**src/rtl/keypad_pkg.sv**
```systemverilog
// Shared types and the 4x4 hex keypad map for the keypad scanner.
package keypad_pkg;

    typedef enum logic [1:0] {
        ST_IDLE,
        ST_CONFIRM,
        ST_PRESSED
    } dbnc_state_t;

    typedef enum logic [1:0] {
        RES_NONE,
        RES_SINGLE,
        RES_MULTI
    } scan_res_t;

    // Indexed [column][row]; column 0 is the leftmost keypad column.
    localparam logic [3:0] KEY_MAP [4][4] = '{
        '{4'h1, 4'h4, 4'h7, 4'h0},
        '{4'h2, 4'h5, 4'h8, 4'hF},
        '{4'h3, 4'h6, 4'h9, 4'hE},
        '{4'hA, 4'hB, 4'hC, 4'hD}
    };

endpackage

```
**src/rtl/keypad_scan_decode_if.sv**
```systemverilog
// Decoded-key bus: hex code, one-cycle accept strobe, held level.
// Producer owns all signals; there is no backpressure path.
interface keypad_scan_decode_if;
    logic [3:0] KEY;
    logic       KEY_VALID;
    logic       KEY_HELD;

    modport master (output KEY, output KEY_VALID, output KEY_HELD);
    modport slave  (input  KEY, input  KEY_VALID, input  KEY_HELD);
endinterface

```
**src/rtl/keypad_col_scan.sv**
```systemverilog
// Column scanner: row synchronizer, column drive, capture and per-scan classification.
// Latency: scan_end pulses 1 cycle after the column-3 capture edge; period 4*SCAN_DIV.
// Backpressure: none; results are valid only while scan_end is high.
module keypad_col_scan
    import keypad_pkg::*;
#(
    parameter int SCAN_DIV = 100000
) (
    input  logic       clk,
    input  logic       rst_n,
    input  logic [3:0] row,
    output logic [3:0] col,
    output logic       scan_end,
    output scan_res_t  res_kind,
    output logic [3:0] res_code
);

    localparam int CW = $clog2(SCAN_DIV);

    logic [CW-1:0] dwell;
    logic [1:0]    col_idx;
    logic [3:0]    row_meta;
    logic [3:0]    row_sync;
    logic [15:0]   down;
    logic [4:0]    hits;

    always_ff @(posedge clk) begin
        if (!rst_n) begin
            dwell    <= '0;
            col_idx  <= '0;
            row_meta <= 4'hF;
            row_sync <= 4'hF;
            down     <= '0;
            scan_end <= 1'b0;
        end else begin
            row_meta <= row;
            row_sync <= row_meta;
            scan_end <= 1'b0;
            if (dwell == CW'(SCAN_DIV - 1)) begin
                dwell   <= '0;
                col_idx <= col_idx + 2'd1;
                // Rows are active-low; store as active-high "key down" bits.
                down[{col_idx, 2'b00} +: 4] <= ~row_sync;
                scan_end <= (col_idx == 2'd3);
            end else begin
                dwell <= dwell + CW'(1);
            end
        end
    end

    assign col = ~(4'b0001 << col_idx);

    always_comb begin
        hits     = '0;
        res_code = '0;
        res_kind = RES_NONE;
        for (int c = 0; c < 4; c++) begin
            for (int r = 0; r < 4; r++) begin
                if (down[c*4 + r]) begin
                    hits     = hits + 5'd1;
                    res_code = KEY_MAP[c][r];
                end
            end
        end
        if (hits == 5'd1) begin
            res_kind = RES_SINGLE;
        end else if (hits > 5'd1) begin
            res_kind = RES_MULTI;
        end
    end

endmodule

```
**src/rtl/keypad_scan_decode.sv**
```systemverilog
// 4x4 hex keypad scanner with scan-level debounce; optional auto-repeat under KEYPAD_REPEAT_EN.
// Latency: KEY_VALID 1 cycle after the scan end completing DEBOUNCE_SCANS matching scans.
// Backpressure: none; KEY_VALID is a fire-and-forget one-cycle strobe.
module keypad_scan_decode
    import keypad_pkg::*;
#(
    parameter int SCAN_DIV       = 100000,
    parameter int DEBOUNCE_SCANS = 4,
    parameter int REPEAT_SCANS   = 250
) (
    input  logic                        CLK100MHZ,
    input  logic                        CPU_RESETN,
    input  logic [3:0]                  ROW,
    output logic [3:0]                  COL,
    keypad_scan_decode_if.master        key_bus
);

    localparam int DW = $clog2(DEBOUNCE_SCANS + 1);

    if (SCAN_DIV < 4)       begin : g_chk_div $error("SCAN_DIV must be at least 4"); end
    if (DEBOUNCE_SCANS < 1) begin : g_chk_dbn $error("DEBOUNCE_SCANS must be at least 1"); end
    if (REPEAT_SCANS < 1)   begin : g_chk_rpt $error("REPEAT_SCANS must be at least 1"); end

    logic        scan_end;
    scan_res_t   res_kind;
    logic [3:0]  res_code;

    dbnc_state_t state, state_n;
    logic [3:0]  cand, cand_n;
    logic [3:0]  key_q, key_n;
    logic        valid_q, valid_n;
    logic [DW-1:0] match_cnt, match_n;
    logic [DW-1:0] rel_cnt, rel_n;

    keypad_col_scan #(.SCAN_DIV(SCAN_DIV)) u_scan (
        .clk      (CLK100MHZ),
        .rst_n    (CPU_RESETN),
        .row      (ROW),
        .col      (COL),
        .scan_end (scan_end),
        .res_kind (res_kind),
        .res_code (res_code)
    );

`ifdef KEYPAD_REPEAT_EN
    localparam int RW = $clog2(REPEAT_SCANS + 1);
    logic [RW-1:0] rpt_cnt, rpt_n;

    always_ff @(posedge CLK100MHZ) begin
        if (!CPU_RESETN) rpt_cnt <= '0;
        else             rpt_cnt <= rpt_n;
    end
`endif

    always_ff @(posedge CLK100MHZ) begin
        if (!CPU_RESETN) begin
            state     <= ST_IDLE;
            cand      <= '0;
            key_q     <= '0;
            valid_q   <= 1'b0;
            match_cnt <= '0;
            rel_cnt   <= '0;
        end else begin
            state     <= state_n;
            cand      <= cand_n;
            key_q     <= key_n;
            valid_q   <= valid_n;
            match_cnt <= match_n;
            rel_cnt   <= rel_n;
        end
    end

    always_comb begin
        state_n = state;
        cand_n  = cand;
        key_n   = key_q;
        valid_n = 1'b0;
        match_n = match_cnt;
        rel_n   = rel_cnt;
`ifdef KEYPAD_REPEAT_EN
        rpt_n   = rpt_cnt;
`endif
        if (scan_end) begin
            case (state)
                ST_IDLE: begin
                    if (res_kind == RES_SINGLE) begin
                        cand_n  = res_code;
                        match_n = DW'(1);
                        if (DEBOUNCE_SCANS == 1) begin
                            state_n = ST_PRESSED;
                            key_n   = res_code;
                            valid_n = 1'b1;
                            rel_n   = '0;
`ifdef KEYPAD_REPEAT_EN
                            rpt_n   = '0;
`endif
                        end else begin
                            state_n = ST_CONFIRM;
                        end
                    end
                end
                ST_CONFIRM: begin
                    if (res_kind == RES_SINGLE && res_code == cand) begin
                        match_n = match_cnt + DW'(1);
                        if (match_n == DW'(DEBOUNCE_SCANS)) begin
                            state_n = ST_PRESSED;
                            key_n   = cand;
                            valid_n = 1'b1;
                            rel_n   = '0;
`ifdef KEYPAD_REPEAT_EN
                            rpt_n   = '0;
`endif
                        end
                    end else if (res_kind == RES_SINGLE) begin
                        cand_n  = res_code;
                        match_n = DW'(1);
                    end else begin
                        state_n = ST_IDLE;
                    end
                end
                ST_PRESSED: begin
                    if (res_kind == RES_NONE) begin
                        rel_n = rel_cnt + DW'(1);
                        if (rel_n == DW'(DEBOUNCE_SCANS)) begin
                            state_n = ST_IDLE;
                        end
                    end else begin
                        // A different key stays silent until a full release.
                        rel_n = '0;
                    end
`ifdef KEYPAD_REPEAT_EN
                    if (res_kind == RES_SINGLE && res_code == key_q) begin
                        rpt_n = rpt_cnt + RW'(1);
                        if (rpt_n == RW'(REPEAT_SCANS)) begin
                            rpt_n   = '0;
                            valid_n = 1'b1;
                        end
                    end else begin
                        rpt_n = '0;
                    end
`endif
                end
                default: state_n = ST_IDLE;
            endcase
        end
    end

    assign key_bus.KEY       = key_q;
    assign key_bus.KEY_VALID = valid_q;
    assign key_bus.KEY_HELD  = (state == ST_PRESSED);

endmodule

```
**src/flat_wrapper.sv**
```systemverilog
// flat-port wrapper written by rule: the top's interface ports become plain ports
module keypad_scan_decode_flat import keypad_pkg::*;
#(
    parameter int SCAN_DIV       = 100000,
    parameter int DEBOUNCE_SCANS = 4,
    parameter int REPEAT_SCANS   = 250
)
  (CLK100MHZ, CPU_RESETN, ROW, COL, key_bus_KEY, key_bus_KEY_VALID, key_bus_KEY_HELD);
  keypad_scan_decode_if key_bus_i ();
  input  logic CLK100MHZ;
  input  logic CPU_RESETN;
  input  logic [3:0] ROW;
  output logic [3:0] COL;
  output wire logic [$bits(key_bus_i.KEY)-1:0] key_bus_KEY;
  output wire logic [$bits(key_bus_i.KEY_VALID)-1:0] key_bus_KEY_VALID;
  output wire logic [$bits(key_bus_i.KEY_HELD)-1:0] key_bus_KEY_HELD;
  assign key_bus_KEY = key_bus_i.KEY;
  assign key_bus_KEY_VALID = key_bus_i.KEY_VALID;
  assign key_bus_KEY_HELD = key_bus_i.KEY_HELD;
  keypad_scan_decode #(.SCAN_DIV(SCAN_DIV), .DEBOUNCE_SCANS(DEBOUNCE_SCANS), .REPEAT_SCANS(REPEAT_SCANS)) u_core (.CLK100MHZ(CLK100MHZ), .CPU_RESETN(CPU_RESETN), .ROW(ROW), .COL(COL), .key_bus(key_bus_i));
endmodule
```
**config.mk**
```make
export PLATFORM = sky130hd
export DESIGN_NAME = keypad_scan_decode_flat
export DESIGN_NICKNAME = d
export VERILOG_FILES = /design/src/rtl/keypad_pkg.sv /design/src/rtl/keypad_scan_decode_if.sv /design/src/rtl/keypad_col_scan.sv /design/src/rtl/keypad_scan_decode.sv /design/src/flat_wrapper.sv
export SDC_FILE = /design/constraint.sdc
export NUM_CORES = 1
export LEC_CHECK = 0
export ABC_CLOCK_PERIOD_IN_PS = 10000
export BUFFER_PORTS_ARGS = -buffer_cell sky130_fd_sc_hd__buf_4
export CORE_MARGIN = 4
export CORE_UTILIZATION = 34
export DETAILED_ROUTE_END_ITERATION = 16
export SYNTH_ARGS = -nofsm -noshare
export SYNTH_HDL_FRONTEND = slang
export SYNTH_SLANG_ARGS = --single-unit
```
**constraint.sdc**
```tcl
create_clock -name CLK100MHZ -period 10 [get_ports CLK100MHZ]
set_input_delay 1.5 -clock CLK100MHZ [delete_from_list [all_inputs] [get_ports CLK100MHZ]]
set_output_delay 1.5 -clock CLK100MHZ [all_outputs]
set_load 0.02 [all_outputs]
```
==> results of run 1 <==
[cell type report]
cell class,instances,area (sq um)
inverter,33,123.9
clock buffer,14,264.0
timing repair buffer,28,210.2
multi-input combinational,517,3669
sequential,61,1225
clock inverter,1,30.03
fill,1504,8782
tap,184,230.2
[cells in the mapped netlist (6+ instances only)]
master | n | share of area
nor2_1 | 71 | 0.053
ha_1 | 31 | 0.077
xnor2_1 | 37 | 0.064
and2_1 | 6 | 0.0075
clkbuf_1 | 21 | 0.016
mux2i_1 | 16 | 0.032
nor4_1 | 6 | 0.0075
nand3_1 | 24 | 0.024
nand2_1 | 64 | 0.048
xor2_1 | 24 | 0.042
and3_1 | 10 | 0.012
nor3_1 | 26 | 0.026
o31ai_1 | 8 | 0.012
nand4_1 | 7 | 0.0087
dfxtp_1 | 61 | 0.24
nand2b_1 | 18 | 0.022
a31oi_1 | 8 | 0.0099
o21ai_0 | 23 | 0.023
xnor2_2 | 6 | 0.019
inv_1 | 31 | 0.023
a21oi_1 | 42 | 0.042
[placed cells by master (no fill, tap or decap), types with 9 or more instances in the layout]
cell	Yosys	layout
a21oi_1	42	40
and3_1	10	10
buf_4	0	28
clkbuf_16	0	9
dfxtp_1	61	58
ha_1	31	28
inv_1	31	30
mux2i_1	16	15
nand2_1	64	64
nand2b_1	18	18
nand3_1	24	24
nor2_1	71	71
nor3_1	26	26
o21ai_0	23	22
xnor2_1	37	37
xor2_1	24	23
[state kept, by name, indices dropped and copies added, names as in the netlist]
signal	flops
u_core.match_cnt	3
u_core.rel_cnt	3
u_core.u_scan.row_sync	4
u_core.state	2
u_core.cand	4
u_core.u_scan.scan_end	1
u_core.u_scan.down	16
u_core.key_bus.KEY	4
u_core.key_bus.KEY_VALID	1
u_core.u_scan.dwell	17
u_core.u_scan.row_meta	4
u_core.u_scan.col_idx	2
[kinds of logic after synthesis]
kind of cell,Yosys count,share of synthesized area
flops,61,0.2425
simple gates,261,0.2547
compound gates,130,0.1752
fa+ha+maj,32,0.07901
buf+inv,60,0.04721
mux,21,0.04596
xor+xnor,73,0.1555
[how the worst max path moves through the flow]
stage,from,to,slack (ns)
5_1_grt,u_core.u_scan.down[1],u_core.rel_cnt[2],-0.06
6_report,u_core.u_scan.down[1],u_core.rel_cnt[2],0.57
3_5_place_dp,u_core.u_scan.down[1],u_core.key_bus.KEY[2],0.01
2_1_floorplan,u_core.u_scan.down[0],u_core.rel_cnt[2],0.85
3_3_place_gp,u_core.u_scan.down[1],u_core.rel_cnt[2],0.32
4_1_cts,u_core.u_scan.down[1],u_core.rel_cnt[2],0.008
[per-stage QoR]
| stage | hold slack [ns] | worst slack (ns) |
|---|---|---|
| after CTS | 0.4094 | 0.008375 |
| after floorplan | 0.3863 | 0.8536 |
| after detailed placement | 0.3990 | 0.01025 |
| after global placement | 0.3977 | 0.3192 |
| after global routing | 0.4263 | -0.06240 |
| final | 0.4082 | 0.5742 |
[routing by layer]
metal,share of wire,track usage,up-vias
met5,0,0,-
met4,0.015,0.04340,0
met3,0.026,0.02374,15
met2,0.47,0.2305,61
met1,0.49,0.1794,2041
li1,-,-,2267
[worst max-delay path: cells and delay by family, from the launching register on]
kind | cells | cell delay, ns
adder cells (fa/ha/maj) | 8 | 2.31
flip-flops | 1 | 0.35
multiplexers | 4 | 0.89
AND/OR/NAND/NOR | 10 | 1.61
AO/OA/AOI/OAI | 18 | 3.30
XOR/XNOR | 3 | 0.43
buffers and inverters | 4 | 0.37
[repair_timing]
| action | 4_1_cts | 5_1_grt |
|---|---|---|
| endpoints found under the setup margin | 2 | 17 |
| pin swaps | 1 | 6 |
| resized for setup | 0 | 20 |
| buffers inserted | 1 | 7 |
[where the power goes]
group          switching [mW]  internal (mW)
Combinational         0.00543        0.00319
Sequential            0.00191          0.246
Clock                  0.0990          0.205
Total                   0.106          0.454
==> impl_metrics.tcl, run 1 <==
set metrics [dict create \
    status "completed" \
    fin_crit_sh 0.9426 \
    max_cap_violations 0 \
    synth.distinct_cells 75 \
    vias 4384 \
    startpoint_type "flip-flop" \
    yosys_most_used_dff "dfxtp_1" \
    fp.coreArea_sq_mm 0.01453 \
    drt_iter0_drc 267 \
    dp_hpwl_um 8420 \
    rows 44 \
    critPathKind "flip-flop to flip-flop" \
    rrSetupSlack_ns 0.57 \
    cts-buffers-inserted 9 \
    totalPowerFinal_mw 0.5605 \
    holdBufCountCts 0 \
    antenna_cells 0 \
    io_buffers 15 \
    firstDrtPassIters 4 \
    power_density_mw_per_mm2 97.44 \
    syn-num-nets 675 \
    ant_nets 0 \
    clk_latency_ns 0.32 \
    syn_area_sq_mm 0.005036 \
    dp_cells 815 \
    die_h_um 129.7 \
    dieArea_sq_mm 0.01682 \
    min_from "u_core.u_scan.row_meta[3]" \
    fin_setup_tns_ns 0 \
    yosysSeqAreaShare 0.2425 \
    wl_um 11240 \
    cts.clk_slew.worst_paths_ns 0.05 \
    max_slew_margin 0.3858 \
    max_stage_delay_ns 0.38 \
    utilization 0.3957 \
    end_kind "flip-flop" \
    die_w_um 129.7 \
    via_per_inst 5.232 \
    clkSinkCount 61 \
    async_flop_share 0 \
    wl_per_cell_um 13.42 \
    grt_max_degree 30 \
    clk_path_buf_depth 2 \
    track_usage 0.1371 \
    min_period_ns 9.426 \
    synth-seq-cells 61 \
    rr_endpoint "u_core.rel_cnt[2]" \
    worstHoldEndpoint "u_core.u_scan.row_sync[3]" \
    synth-edff-count 0 \
    r2r_cells 47 \
    setup_violations 0 \
    maxSlewViolCount 0 \
    crit_fanout 5 \
    vdd_ir_drop_max_mv 0.1219 \
    finalNetCount 687 \
    clockRootBuffer "clkbuf_16" \
    design_area_sq_mm 0.005752 \
    gr-total-overflow 0 \
    crit_top_cell "ha_1" \
    grt_pass1_vias 4180 \
    max_freq_ghz 0.1061 \
    r2r_start "u_core.u_scan.down[1]" \
    skew_ns 0.003662 \
    start_util 0.3465 \
    fin_cells 838 \
    drive_above_1_share 0.1330 \
    hold_path.class "flip-flop to flip-flop" \
    gp_congestion 0.8653 \
    drcViolationCount 0 \
    cts_max_level 3 \
    placed_area_sq_mm 0.005303 \
    ys.warnings.count 0 \
    hold_path_depth 1 \
    synthCells 638 \
    worstMarginPinSlew_ns 0.9203 \
    cts_tree "built" \
    crit_arrival_ns 9.59 \
    avgSynthCellArea_sq_um 7.894 \
    antenna_found_initial 0 \
    grt_pass1_wl_um 19210 \
    cp_slowest_cell "a21oi_1" \
    top_level_ports 16 \
    critPathRequiredTime_ns 10.17 \
    p_leak_nw 2.174 \
    hold_viol_final 0 \
    area_growth_pct 14.21 \
]
No activity file was read; power rests on OpenSTA's default activity.
==> inputs of run 2 (changes only) <==
Settings changed: CORE_UTILIZATION 34 to 40, CTS_CLUSTER_DIAMETER set to 30.
==> run 2 against run 1 <==
Net effect:
- count of clock-buffer cells in the layout fell by 3
- sequential cell count did not move
- register-to-register slack improved by 0.04 ns
- clock power fell by 7.2%
- non-clock buffer count fell by 2
==> impl_metrics.tcl, run 2 (synthesized netlist as in run 1, its figures left out) <==
set metrics [dict create \
    status "completed" \
    holdBufCountCts 0 \
    drcViolationCount 0 \
    antenna_cells 0 \
    io_buffers 15 \
    max_stage_delay_ns 0.36 \
    max_cap_violations 0 \
    crit_fanout 6 \
    p_int_mw 0.4231 \
    hold_ws_ns 0.4041 \
    power.share.clock 0.524 \
    cp_num_buf_inv 4 \
    fin_setup_tns_ns 0 \
    skew_ns 0.008417 \
    critPathRequiredTime_ns 10.16 \
    power_density_mw_per_mm2 93.53 \
    setup_violations 0 \
    area_growth_pct 14.29 \
    start_util 0.4141 \
    clockRootBuffer "clkbuf_16" \
    combPwrFrac 0.016 \
    hold_viol_final 0 \
    startpoint_type "flip-flop" \
    grt_pass1_vias 4221 \
    track_usage 0.1585 \
    gp_congestion 0.8680 \
    maxSlewViolCount 0 \
    drt_iter0_drc 232 \
    vdd_ir_drop_max_mv 0.1127 \
    clkSinkCount 61 \
    end_kind "flip-flop" \
    largest_reg_flops 17 \
    fin_crit_sh 0.9390 \
    grt_pass1_wl_um 19440 \
    grt_max_degree 30 \
    cts_tree "built" \
    top_register "u_core.u_scan.dwell" \
    max_freq_ghz 0.1065 \
    crit_arrival_ns 9.55 \
    rows 40 \
    p_leak_nw 2.165 \
    crit_top_cell "ha_1" \
    dp_hpwl_um 8229 \
    die_h_um 120.2 \
    design_area_sq_mm 0.005756 \
    dieArea_sq_mm 0.01445 \
    die_w_um 120.2 \
    cts.clk_slew.worst_paths_ns 0.05 \
    finalNetCount 685 \
    cp_slowest_cell "dfxtp_2" \
    reg.largest.list "u_core.u_scan.dwell x17, u_core.u_scan.down x16" \
    antenna_found_initial 0 \
    max_slew_margin 0.3564 \
    via_per_inst 5.345 \
    vias 4388 \
    worstMarginPinSlew_ns 0.9644 \
    swShare 0.2141 \
    p_switching_mw 0.1152 \
    clk_latency_ns 0.33 \
    gr-total-overflow 0 \
    hold_path.class "flip-flop to flip-flop" \
    wl_um 11170 \
    layout_setup_ws_ns 0.6103 \
    final_cell_mix "nor2_1, nand2_1, dfxtp_1" \
    p_seq_frac 0.460 \
    cts_max_level 3 \
    wl_per_cell_um 13.61 \
    critPathKind "flip-flop to flip-flop" \
    cts-buffers-inserted 9 \
    placed_area_sq_mm 0.005275 \
    clk_path_buf_depth 2 \
    post-place-ws_ns 0.06417 \
    critPathTopFamily "compound AO/OA/AOI/OAI gates" \
    ant_nets 0 \
    top_level_ports 16 \
    rrSetupSlack_ns 0.61 \
    layout_commonest_cell "nor2_1" \
    drive_above_1_share 0.1409 \
    min_period_ns 9.390 \
    fp.coreArea_sq_mm 0.01216 \
    firstDrtPassIters 4 \
]
## run 2: cell types whose count changed in the layout (fill, tap and decap cells not counted), sizes merged
cell / change
clkinv: +2
buf: -2
clkbuf: -3
clkinvlp: +3
bufinv: -1
## run 2: power by group through the flow
stage | registers [mW] | clock network [mW] | logic (mW)
3_5_place_dp | 0.253 | 0 | 0.00878
4_1_cts | 0.248 | 0.289 | 0.00879
5_1_grt | 0.248 | 0.302 | 0.0104
6_report | 0.248 | 0.282 | 0.00869
2_1_floorplan | 0.252 | 0 | 0.00597
3_3_place_gp | 0.253 | 0 | 0.00856
## run 2: area by class of cell
cell class	instances	area, sq um
multi-input combinational	517	3722
sequential	61	1225
tap	168	210.2
timing repair buffer	26	195.2
inverter	33	123.9
fill	1179	6406
clock inverter	5	36.28
clock buffer	11	242.7
## run 2: worst paths after layout
kind                             startpoint                        end  cells after the start
setup reg to reg      u_core.u_scan.down[1]          u_core.rel_cnt[2]                     46
setup / recovery      u_core.u_scan.down[1]          u_core.rel_cnt[2]                     46
hold reg to reg   u_core.u_scan.row_meta[2]  u_core.u_scan.row_sync[2]                      1
hold / removal    u_core.u_scan.row_meta[2]  u_core.u_scan.row_sync[2]                      1
## run 2: repair_timing
action / CTS / global route
endpoints found under the setup margin: 0 / 17
buffers inserted: 0 / 7
gates resized for setup: 0 / 25
## run 2: metal layers
metal,routed length (um),share of wire,track usage
met1,5498,0.49,0.2194
met2,5271,0.47,0.2617
met3,338,0.030,0.02198
met4,65,0.0058,0.03722
met5,0,0,0
## run 2: through the flow
step | total power [mW] | std cells | util
after floorplan | 0.2582 | 638 | -
after global placement | 0.2613 | 798 | 0.4337
after detailed placement | 0.2616 | 798 | 0.4337
after CTS | 0.5450 | 814 | 0.4567
after global routing | 0.5600 | 821 | 0.4733
final | 0.5383 | 821 | 0.4733
## run 2: worst reg2reg max path, delay by kind of cell (launching register included)
family	cells	cell delay [ns]
simple gates	9	1.18
fa+ha+maj	8	2.52
mux	3	0.60
buf+inv	4	0.42
xor+xnor	5	0.78
flops	1	0.36
compound gates	17	3.36
